**src/rtl/inst_fetch_pkg.sv**
```systemverilog
// Shared definitions for the instruction-fetch stage: state encoding, reset PC
// and the constant fields of the sram-like fetch bundle.
package inst_fetch_pkg;

  typedef enum logic [1:0] {
    S_IDLE = 2'd0,
    S_REQ  = 2'd1,
    S_WAIT = 2'd2,
    S_HOLD = 2'd3
  } fs_state_e;

  localparam logic [31:0] RESET_PC_DEF    = 32'hbfc0_0000;
  localparam logic [1:0]  SIZE_WORD       = 2'b10;
  localparam logic        INST_WR_READ    = 1'b0;
  localparam logic [31:0] INST_WDATA_NONE = 32'h0000_0000;
  localparam logic [31:0] PC_STEP         = 32'd4;

  function automatic logic pc_misaligned(input logic [31:0] pc);
    return pc[1:0] != 2'b00;
  endfunction

endpackage

```
**src/rtl/inst_fetch.sv**
```systemverilog
// Instruction fetch stage: one outstanding sram-like read at a time, with
// branch redirects either applied immediately or deferred via pending/cancel.
module inst_fetch
  import inst_fetch_pkg::*;
#(
  parameter logic [31:0] RESET_PC = RESET_PC_DEF
) (
  input  logic        clk,
  input  logic        reset,
  output logic        inst_req,
  output logic        inst_wr,
  output logic [1:0]  inst_size,
  output logic [31:0] inst_addr,
  output logic [31:0] inst_wdata,
  input  logic [31:0] inst_rdata,
  input  logic        inst_addr_ok,
  input  logic        inst_data_ok,
  input  logic        br_valid,
  input  logic [31:0] br_target,
  input  logic        ds_allowin,
  output logic        fs_to_ds_valid,
  output logic [31:0] fs_pc,
  output logic [31:0] fs_inst,
  output logic        fs_adel
);

  fs_state_e   state_q, state_d;
  logic [31:0] pc_q, pc_d;
  logic [31:0] inst_q, inst_d;
  logic        adel_q, adel_d;
  logic        vld_q, vld_d;
  logic        req_q, req_d;
  logic        pend_q, pend_d;
  logic [31:0] pend_tgt_q, pend_tgt_d;
  logic        cancel_q, cancel_d;

  logic        go_req;
  logic [31:0] new_pc;

  always_comb begin
    state_d    = state_q;
    pc_d       = pc_q;
    inst_d     = inst_q;
    adel_d     = adel_q;
    vld_d      = vld_q;
    req_d      = req_q;
    pend_d     = pend_q;
    pend_tgt_d = pend_tgt_q;
    cancel_d   = cancel_q;
    go_req     = 1'b0;
    new_pc     = pc_q;

    case (state_q)
      S_IDLE: begin
        go_req = 1'b1;
        new_pc = RESET_PC;
      end
      S_REQ: begin
        if (pc_misaligned(pc_q)) begin
          // A misaligned PC never reaches the bridge; it is presented as an exception.
          if (br_valid) begin
            go_req = 1'b1;
            new_pc = br_target;
          end else begin
            state_d = S_HOLD;
            adel_d  = 1'b1;
            inst_d  = '0;
            vld_d   = 1'b1;
          end
        end else begin
          if (br_valid) begin
            pend_d     = 1'b1;
            pend_tgt_d = br_target;
          end
          if (inst_addr_ok) begin
            state_d  = S_WAIT;
            req_d    = 1'b0;
            cancel_d = pend_q | br_valid;
          end
        end
      end
      S_WAIT: begin
        if (br_valid) begin
          pend_d     = 1'b1;
          pend_tgt_d = br_target;
          cancel_d   = 1'b1;
        end
        if (inst_data_ok) begin
          if (br_valid) begin
            go_req = 1'b1;
            new_pc = br_target;
          end else if (cancel_q) begin
            go_req = 1'b1;
            new_pc = pend_tgt_q;
          end else begin
            state_d = S_HOLD;
            inst_d  = inst_rdata;
            adel_d  = 1'b0;
            vld_d   = 1'b1;
          end
        end
      end
      S_HOLD: begin
        if (br_valid) begin
          go_req = 1'b1;
          new_pc = br_target;
        end else if (ds_allowin) begin
          go_req = 1'b1;
          new_pc = pend_q ? pend_tgt_q : pc_q + PC_STEP;
        end
      end
    endcase

    // Every path into REQ clears the presented slot and any deferred redirect.
    if (go_req) begin
      state_d  = S_REQ;
      pc_d     = new_pc;
      req_d    = !pc_misaligned(new_pc);
      vld_d    = 1'b0;
      adel_d   = 1'b0;
      pend_d   = 1'b0;
      cancel_d = 1'b0;
    end
  end

  always_ff @(posedge clk) begin
    if (reset) begin
      state_q    <= S_IDLE;
      pc_q       <= '0;
      inst_q     <= '0;
      adel_q     <= 1'b0;
      vld_q      <= 1'b0;
      req_q      <= 1'b0;
      pend_q     <= 1'b0;
      pend_tgt_q <= '0;
      cancel_q   <= 1'b0;
    end else begin
      state_q    <= state_d;
      pc_q       <= pc_d;
      inst_q     <= inst_d;
      adel_q     <= adel_d;
      vld_q      <= vld_d;
      req_q      <= req_d;
      pend_q     <= pend_d;
      pend_tgt_q <= pend_tgt_d;
      cancel_q   <= cancel_d;
    end
  end

  assign inst_req       = req_q;
  assign inst_wr        = INST_WR_READ;
  assign inst_size      = SIZE_WORD;
  assign inst_addr      = pc_q;
  assign inst_wdata     = INST_WDATA_NONE;
  assign fs_to_ds_valid = vld_q;
  assign fs_pc          = pc_q;
  assign fs_inst        = inst_q;
  assign fs_adel        = adel_q;

endmodule

```
**config.mk**
```make
export PLATFORM = sky130hd
export DESIGN_NAME = inst_fetch
export DESIGN_NICKNAME = d
export VERILOG_FILES = /design/src/rtl/inst_fetch_pkg.sv /design/src/rtl/inst_fetch.sv
export SDC_FILE = /design/constraint.sdc
export NUM_CORES = 1
export LEC_CHECK = 0
export ABC_CLOCK_PERIOD_IN_PS = 2550
export CELL_PAD_IN_SITES_DETAIL_PLACEMENT = 1
export CELL_PAD_IN_SITES_GLOBAL_PLACEMENT = 1
export CORE_MARGIN = 2
export CORE_UTILIZATION = 32
export DETAILED_ROUTE_END_ITERATION = 8
export PLACE_DENSITY_LB_ADDON = 0.1
export SYNTH_ARGS = -nofsm -noshare
export SYNTH_HDL_FRONTEND = slang
export SYNTH_SLANG_ARGS = --single-unit
```
**constraint.sdc**
```tcl
create_clock -name clk -period 2.55 [get_ports clk]
set_clock_uncertainty 0.15 [all_clocks]
set_input_delay 0.765 -clock clk [delete_from_list [all_inputs] [get_ports clk]]
set_output_delay 0.765 -clock clk [all_outputs]
set_load 0.005 [all_outputs]
```
After elaboration in Yosys (flattened, before gate mapping) --
Index checks and enable logic that the tools add are counted.
Word-level totals: register bits after elaboration 103, input bits 70, logic and storage cells 106
Cells by class: eq/ne operators 22, muxes and demuxes 55, bitwise operators 1, reductions and logical operators 16, add/sub/neg operators 1
Operators with widths (number):
- $mux 32 | 15
- $pmux 32 s2 | 2
- $pmux 32 s4 | 1
- $add 32x3->32 const B | 1
- $mux 1 | 25
- $reduce_and 6->1 | 4
- $ne 3x3->1 const B | 7
- $ne 2x2->1 const B | 10
- $mux 2 | 6
- $reduce_bool 2->1 | 5
- $ne 4x4->1 const B | 2
- $pmux 1 s2 | 4
- $eq 2x2->1 const B | 2
- $pmux 1 s4 | 1
- $pmux 2 s2 | 1
- $reduce_and 4->1 | 1
- $reduce_and 3->1 | 1
- $reduce_bool 3->1 | 1
- $eq 2x1->1 const B | 1
- $logic_not 2->1 | 1
- $reduce_and 2->1 | 1
- $reduce_or 2->1 | 1
- $logic_not 1->1 | 1
- $or 1x1->1 | 1

Longest topological paths before layout --
Gate-level depths: netlist (run 1).
depth after elaboration 8, gate-level depth with buffers 8, gate-level depth less buffers 7

Worst setup path before layout (run 1) --
Ideal clock, no wire load.
kind input -> register, start point input port br_valid, end point register pc_q[2], in the netlist fs_pc[2], data arrival time 2.161 ns, setup slack 0.169 ns, required time 2.330 ns, path buffers 2, stages 8, cell sequence buf_2 > or2_1 > a32oi_1 > buf_2 > nand2_2 > nor2_2 > a22oi_1 > a21oi_1
Between the ends: longest elaborated chain between the ends 4, elaborated cells between the ends (all ways) 14, classes of those cells eq/ne: 3; mux: 10; reduce/logical: 1
RTL lines:
- from (decl) | RTL line inst_fetch.sv:18 | input logic br_valid,
- $mux 1 (on tied branches) | RTL line inst_fetch.sv:89, inst_fetch.sv:61
- $mux 1 (on tied branches) | RTL line inst_fetch.sv:88, inst_fetch.sv:59
- $pmux 1 s4 | RTL line inst_fetch.sv:53 | case (state_q)
- $reduce_and 6->1 (no source line)
- to (signal assigned) | RTL line inst_fetch.sv:139 | pc_q <= pc_d;
- to (decl) | RTL line inst_fetch.sv:28 | logic [31:0] pc_q, pc_d;
Several ways; a longest one is shown, not always the timed one. The select of a mux whose other input is x is not followed. A chain may end at the register's enable or synchronous reset.

Final worst setup path (run 1) --
start point input port ds_allowin, end point register pc_q[2], in the netlist fs_pc[2]
Between the ends: longest elaborated chain between the ends 4, elaborated cells between the ends (all ways) 5, classes of those cells eq/ne: 1; mux: 3; reduce/logical: 1
RTL lines:
- from (decl) | RTL line inst_fetch.sv:20 | input logic ds_allowin,
- $mux 1 | RTL line inst_fetch.sv:107 | end else if (ds_allowin) begin
- $mux 1 | RTL line inst_fetch.sv:104 | if (br_valid) begin
- $pmux 1 s4 | RTL line inst_fetch.sv:53
- $reduce_and 6->1 (no source line) *
Mark *: on every way between the ends. The rest lies on a longest branch, timed or not.

==> results.cfg, run 1 <==
[drt]
first_iter_violations = 449
drc = 0
drt-pass1-iter-count = 4
wl_met2_mm = 11.8
met3_length_mm = 1.70
drt_wl_total_mm = 24.1
topRoutingLayerUsed = met4
routedWlPerCell_microns = 19.8
wirelength_met1_mm = 10.2
antenna_left = 0
num_vias = 6661
via_per_inst = 5.46

[final_layout]
drive_gt1_share_pct = 12.7
antennaDiodeCount = 0
fillers = 2239
final_cell_count_no_fill = 1219
fin_nets = 1056
syn_to_final_growth_pct = 39.5

[critical_path]
critPathBufInv = 4
critical_path.cell_chain = clkdlybuf4s50_1 -> buf_4 -> o21ai_2 -> buf_4 -> nand2_2 -> nor2_2 -> buf_4 -> a22oi_1 -> a21oi_1
cp-end-kind = flip-flop
arrival_ns = 2.60
path_class = primary input to flip-flop
crit_path_top_delay_cell = clkdlybuf4s50_1
critPathMaxFanout = 6
critPathMaxStageDelay_ns = 0.54
reg2reg_slack_ns = 0.11
crit_top_cell = buf_4
path_delay_family = buffers and inverters
crit_required_ns = 2.69
critPathLaunchType = primary input

[yosys]
yosysWarnings = 0
synth-xor-area-share_pct = 2.79
ys.flop_type = dfxtp_1
synthTopCellsByArea = dfxtp_1 35%, nand2_1 9.9%, buf_4 8.6%, a21oi_1 8.1%, nand3_1 4.5%
synth_top_family_by_area = simple AND/OR/NAND/NOR gates
synthArstFlopShare_pct = 0
synth_area_leader_cell = dfxtp_1
ys_types = 70
synth-simple-area-share_pct = 25.0
synth_cells = 808
ys_ff_latch = 103
seq_area_frac_synth_pct = 34.6
synthAdderAreaFrac_pct = 0.210
synth-edff-count = 0
yosys-mux-area-fraction_pct = 0.503
synth_compound_area_share_pct = 23.7
syn-cell-area_sq_mm = 0.00597
yosysTopAreaCellShare_pct = 34.6
postSynthAreaPerCell_sq_um = 7.38

[timing]
worst_pin_slew_ns = 0.622
finalHoldViolCount = 0
finalCritPeriodShare_pct = 96.5
finalMaxSlewViolations = 0
rsz0062_at_grt = no
period_needed_ns = 2.46
setup_slack_ns = 0.0904
setup_viol = 0
slew_headroom_pct = 58.5
whs_ns = 0.308
fmax_ghz = 0.407

[cts]
clk_latency_ns = 0.37
cts_tree = done
clk_path_buf_depth = 2
h-tree-depth = 3
cts_hold_buf = 0
numClockSinks = 103
clock-root-buffer = clkbuf_16
path_clk_slew_ns = 0.08
cts_made_buffers = 9

[outcome]
status = complete, no violations

[run]
cap_violations = 0

[place]
dp_slack_ns = -0.286
gp_congestion = 0.901
hpwl_mm = 17.9
port_buffers = 168
dp.cells = 1203

[die]
core-area_sq_mm = 0.0181
die_h_microns = 141
die_area_sq_mm = 0.0198
die_w_microns = 141
io_pins = 204
start_util_pct = 32.9
rows = 49

[worst_hold_path]
min_path_type = flip-flop to flip-flop

[grt]
track_usage_pct = 24.2
antenna_found_initial = 0
grt-ovfl-total = 0
grt_pass1_vias = 6864
grt_max_degree = 52
grt_pass1_wl_mm = 37.9

[power]
leakage_nw = 3.02
p_per_area_mw_per_mm2 = 501
irDropWorstVdd_v = 0.000354
kinds of logic (layout without fill, tap and decap cells):
| kind of cell | Yosys count | in the layout |
|---|---|---|
| AOI/OAI and AO/OA | 232 | 232 |
| xor gates and xnor gates | 19 | 19 |
| adders and majority gates | 1 | 1 |
| buffers and inverters | 128 | 277 |
| DFF | 103 | 103 |
| muxes | 3 | 3 |
| other | 2 | 35 |
| and+or+nand+nor | 320 | 320 |
final cells by class:
type / count / area, sq um / area share, %
clock buffer: 10 / 229 / 2.75
clock inverter: 6 / 62.6 / 0.752
inverter: 9 / 33.8 / 0.406
multi-input combinational: 610 / 3270 / 39.3
sequential: 103 / 2060 / 24.8
tap: 229 / 287 / 3.44
timing repair buffer: 252 / 2380 / 28.6
cells in the mapped netlist (3+ instances only):
library cell and n:
o21ai_1 3, inv_1 8, nand4_1 9, o21ai_0 49, a211oi_1 10, a21oi_1 97, o221ai_1 8, dfxtp_1 103
nand3_1 54, o21a_1 3, and3_2 3, nor2_1 45, o211ai_1 13, nor3_1 10, xor2_1 6, nor4_4 3
o22ai_1 4, a32oi_1 3, buf_2 9, and3_1 5, xnor2_1 13, clkbuf_8 3, mux2i_1 3, nor3b_1 4
nand2_1 158, a221oi_1 3, buf_4 68, a31oi_1 13, clkbuf_1 36, nand3b_1 3, nand2b_1 8
cell usage in the layout, fill, tap and decap left out, types with 35 or more instances in the layout:
| master | n |
|---|---|
| o21ai_0 | 48 |
| buf_4 | 78 |
| conb_1 | 35 |
| dfxtp_1 | 103 |
| nand3_1 | 54 |
| clkdlybuf4s50_1 | 166 |
| nand2_1 | 158 |
| nor2_1 | 44 |
| a21oi_1 | 96 |
stage by stage:
step / power [W] / TNS (ns) / cell area (sq um) / util (%)
6_report: 0.00417 / 0 / 8320 / 45.9
4_1_cts: 0.00419 / 0 / 8320 / 45.8
3_5_place_dp: 0.00278 / -7.64 / 8020 / 44.2
2_1_floorplan: 0.00228 / 0 / 6090 / -
5_1_grt: 0.00435 / 0 / 8320 / 45.9
3_3_place_gp: 0.00275 / -2.68 / 8020 / 44.2
timing repair:
| item | in CTS | in global routing |
|---|---|---|
| endpoints found under the setup margin | 0 | 2 |
| resized for setup | 0 | 2 |
| setup buffers | 0 | 0 |
state kept, by name, summed over array words and instances (netlist names):
register        cells
fs_inst            32
fs_pc              32
pend_tgt_q         32
state_q             2
cancel_q            1
fs_adel             1
fs_to_ds_valid      1
inst_req            1
pend_q              1
worst paths after layout:
check | startpoint | end | cells after the start
max reg2reg | fs_pc[2] | fs_pc[23] | 6
min reg2reg | fs_inst[27] | fs_inst[27] | 2
min | fs_inst[27] | fs_inst[27] | 2
max | ds_allowin | fs_pc[2] | 9
report_power, final:
group          total, W  internal (W)  switching, W
Clock           0.00142      0.000693      0.000727
Sequential      0.00179       0.00169      0.000101
Combinational  0.000962      0.000452      0.000510
Total           0.00417       0.00283       0.00134
worst register-to-register path: cells and delay by family (launching register included):
| family | cells | cell delay [ns] |
|---|---|---|
| xor+xnor | 1 | 0.35 |
| flops | 1 | 0.46 |
| simple gates | 3 | 1.00 |
| compound gates | 2 | 0.41 |
routing by layer:
metal	vias up	GRT usage, %
met3	34	6.77
met5	-	0
met2	251	41.9
met1	3279	29.6
li1	3097	-
met4	0	6.21
No activity file was read; power rests on OpenSTA's default activity.
==> run 2, diff against run 1 <==
REMOVE_ABC_BUFFERS = 1   (was not set)
SLEW_MARGIN = 20   (was not set)
==> run 2 against run 1 <==
Net effect: sequential share of layout area down 0.17 points; sequential power barely moved; cell count is 0.16% higher; non-clock buffer count increased by 2; first-iteration DRC count down 2.4%; maximum frequency increased by 1.9%; critical endpoint is now fs_pc[24].
==> results.cfg, run 2 (synthesized netlist as in run 1, its figures left out) <==
[power]
irDropWorstVdd_v = 0.000333
leakage_nw = 3.06
p_per_area_mw_per_mm2 = 503
p_total_w = 0.00421

[critical_path]
arrival_ns = 2.54
crit_required_ns = 2.68
cp-endpoint = fs_pc[24]
r2r_end = fs_pc[24]
rr_startpoint = fs_pc[3]
critPathLaunch = ds_allowin
cp-end-kind = flip-flop
critPathMaxFanout = 11
reg2reg_slack_ns = 0.19
r2r_cells = 7
path_class = primary input to flip-flop
critPathLaunchType = primary input

[drt]
num_vias = 6663
routedWlPerCell_microns = 19.4
antenna_left = 0
first_iter_violations = 438
drt-pass1-iter-count = 6
drc = 0
via_per_inst = 5.46
drt_wl_total_mm = 23.7

[die]
core-area_sq_mm = 0.0181
die_area_sq_mm = 0.0198
die_h_microns = 141
die_w_microns = 141
io_pins = 204
start_util_pct = 32.9
rows = 49

[grt]
antenna_found_initial = 0
grt_pass1_wl_mm = 36.9
grt-ovfl-total = 0
grt_max_degree = 51
grt_pass1_vias = 6822
track_usage_pct = 23.6

[cts]
cts_tree = done
clk_latency_ns = 0.36
h-tree-depth = 3
numClockSinks = 103
cts_hold_buf = 0
clock-root-buffer = clkbuf_16
path_clk_slew_ns = 0.08
cts_made_buffers = 9
clk_path_buf_depth = 2

[timing]
fmax_ghz = 0.414
period_needed_ns = 2.41
finalCritPeriodShare_pct = 94.7
finalHoldViolCount = 0
setup_slack_ns = 0.135
slew_headroom_pct = 61.1
worst_pin_slew_ns = 0.583
finalMaxSlewViolations = 0
setup_viol = 0
rsz0062_at_grt = no

[outcome]
status = complete, no violations

[place]
hpwl_mm = 18.0
place_area_sq_mm = 0.00805
dp_slack_ns = -0.337
gp_congestion = 0.890
dp.cells = 1204
port_buffers = 168

[final_layout]
fin_nets = 1058
drive_gt1_share_pct = 13.2
mostFrequentLayoutCells = 165 x clkdlybuf4s50_1, 158 x nand2_1, 103 x dfxtp_1, 96 x a21oi_1, 78 x buf_4
postLayoutCellArea_sq_mm = 0.00838
final_util_pct = 46.2
final_cell_count_no_fill = 1221
syn_to_final_growth_pct = 40.4
final_common_cell = clkdlybuf4s50_1
antennaDiodeCount = 0

[run]
cap_violations = 0

[worst_hold_path]
min_path_type = flip-flop to flip-flop
==> run 2: how the worst min path moves through the flow <==
stage                        startpoint            end  slack (ns)  depth (start not counted)
after floorplan           pend_tgt_q[3]  pend_tgt_q[3]        0.28                          2
after global placement      fs_inst[22]    fs_inst[22]        0.29                          2
after detailed placement    fs_inst[12]    fs_inst[12]        0.30                          2
after CTS                   fs_inst[10]    fs_inst[10]        0.31                          2
after global routing        fs_inst[13]    fs_inst[13]        0.32                          2
final                       fs_inst[10]    fs_inst[10]        0.30                          2
==> run 2: timing repair <==
action                                  CTS  global route
endpoints found under the setup margin    0            18
resized for setup                         0             7
setup buffers                             0             1
hold endpoints to repair                  0             0
==> run 2: layer usage <==
layer	global-route usage, %	share of wire [%]
met1	30.0	43
met5	0	0
met4	5.42	1.3
met3	4.21	5.6
met2	41.7	50
==> run 2: report_power, final <==
group	internal [W]	switching, W
sequential	0.00169	0.000110
clock	0.000773	0.000688
combinational	0.000459	0.000494
total	0.00292	0.00129
==> run 2: area by class of cell <==
class                      count  area (sq um)
tap                          229           287
clock inverter                 7          80.1
inverter                       9          33.8
timing repair buffer         254          2420
multi-input combinational    610          3270
sequential                   103          2060
clock buffer                   9           225
fill                        2239          9770
==> run 2: stage by stage <==
stage	setup TNS (ns)	hold WS (ns)
2_1_floorplan	-44.59	0.280
4_1_cts	0	0.308
6_report	0	0.303
3_5_place_dp	-13.77	0.297
5_1_grt	0	0.325
3_3_place_gp	-7.26	0.288
==> run 2: worst max-delay path, stage by stage <==
cell	delay, ns
clkdlybuf4s50_1	0.51
buf_12	0.15
nand2b_1	0.08
nor2_1	0.28
buf_4	0.18
o21ai_0	0.07
o311a_1	0.33
nor3_1	0.17
==> run 3, diff against run 2 <==
PLACE_DENSITY_LB_ADDON = 0.25   (was 0.1)
REMOVE_ABC_BUFFERS = not set   (was 1)
SLEW_MARGIN = not set   (was 20)
==> run 3 against run 2 <==
Net effect: critical path depth is 1 lower; largest cell class unchanged; routed wire length decreased by 4.4%; via count fell by 3.1%; largest power group unchanged; global-route usage is 0.82 points lower; total power shrank 2.3%; hold slack got worse by 0.00060 ns.
==> results.cfg, run 3 (synthesized netlist as in run 1, its figures left out) <==
[cts]
cts_made_buffers = 9
cts_hold_buf = 0
clock-root-buffer = clkbuf_16
h-tree-depth = 3
post_cts_buffers = 0
post_cts_resized = 1
path_clk_slew_ns = 0.08
cts_tree = done
clk_latency_ns = 0.36
numClockSinks = 103
clk_path_buf_depth = 2

[timing]
finalHoldViolCount = 0
period_needed_ns = 2.47
worst_pin_slew_ns = 1.08
setup_viol = 0
finalMaxSlewViolations = 0
rsz0062_at_grt = no
finalCritPeriodShare_pct = 97.0
fmax_ghz = 0.404
fin_tns_setup_ns = 0
slew_headroom_pct = 27.7

[grt]
grt_pass1_wl_mm = 35.8
grt-ovfl-total = 0
grt_pass1_vias = 6645
track_usage_pct = 22.8
antenna_found_initial = 0
grt_max_degree = 87

[drt]
drc = 0
drt_wl_total_mm = 22.6
routedWlPerCell_microns = 18.6
antenna_left = 0
first_iter_violations = 367
via_per_inst = 5.31
num_vias = 6457
drt-pass1-iter-count = 5

[power]
irDropWorstVdd_v = 0.000346
leakage_nw = 3.01
p_per_area_mw_per_mm2 = 495

[place]
place_area_sq_mm = 0.00801
hpwl_mm = 16.3
gp_congestion = 0.845
port_buffers = 168

[critical_path]
path_class = primary input to flip-flop
critPathLaunchType = primary input
crit_required_ns = 2.65
critPathMaxFanout = 10
r2r_end = fs_pc[30]
r2r_cells = 6
arrival_ns = 2.58
rr_startpoint = fs_pc[13]
cp-end-kind = flip-flop
reg2reg_slack_ns = 0.21

[die]
die_area_sq_mm = 0.0198
die_w_microns = 141
rows = 49
start_util_pct = 32.9
die_h_microns = 141
io_pins = 204
core-area_sq_mm = 0.0181

[final_layout]
postLayoutCellArea_sq_mm = 0.00831
ff_latch_area_sq_mm = 0.00206
syn_to_final_growth_pct = 39.3
multi_input_area_sq_mm = 0.00329
fin_nets = 1052
mostFrequentLayoutCells = 166 x clkdlybuf4s50_1, 158 x nand2_1, 103 x dfxtp_1, 96 x a21oi_1, 73 x buf_4
drive_gt1_share_pct = 12.8
final_common_cell = clkdlybuf4s50_1
fillers = 2241
antennaDiodeCount = 0

[worst_hold_path]
min_path_type = flip-flop to flip-flop
hold_start = fs_inst[28]
worstHoldEndpoint = fs_inst[28]
whs_path_depth = 2

[outcome]
status = complete, no violations

[run]
cap_violations = 0
## run 3: worst max-delay path by stage
stage	start	to	slack, ns	cells past startpoint
after CTS	inst_data_ok	cancel_q	0.08	6
after global routing	inst_data_ok	fs_pc[24]	0.01	8
final	ds_allowin	fs_pc[25]	0.08	7
after detailed placement	inst_data_ok	fs_pc[18]	-0.40	8
after global placement	inst_data_ok	fs_pc[18]	-0.33	8
after floorplan	br_valid	fs_pc[2]	0.17	8
## run 3: power by group
part           switching (W)  internal, W
registers           0.000102      0.00169
logic               0.000492     0.000439
clock network       0.000708     0.000687
## run 3: cell type report
cell class,count,area share [%]
clock buffers,9,2.71
clock inverters,7,0.722
inverters,9,0.406
multi-input cells,610,39.5
flip-flops and latches,103,24.8
well taps,229,3.45
repair buffers,248,28.4
## run 3: metrics by stage
| stage | setup slack [ns] | utilization (%) | hold slack (ns) | power, W | cells |
|---|---|---|---|---|---|
| 2_1_floorplan | 0.169 | - | 0.286 | 0.00228 | 841 |
| 4_1_cts | 0.0776 | 45.7 | 0.305 | 0.00415 | 1215 |
| 5_1_grt | 0.0117 | 45.8 | 0.323 | 0.00429 | 1215 |
| 3_5_place_dp | -0.396 | 44.1 | 0.296 | 0.00275 | 1199 |
| 3_3_place_gp | -0.331 | 44.1 | 0.287 | 0.00273 | 1199 |
| 6_report | 0.0775 | 45.8 | 0.303 | 0.00412 | 1215 |
## run 3: routing by layer
layer,part of all wire (%),GRT usage [%]
met1,43,29.1
met2,47,37.7
met3,7.5,5.95
met4,2.0,7.26
met5,0,0
## run 3: critical path, stage by stage
cell,delay [ns]
clkdlybuf4s50_1,0.46
buf_4,0.17
and2b_2,0.19
nand2_1,0.14
a221o_2,0.33
o211a_1,0.24
nor3_1,0.28
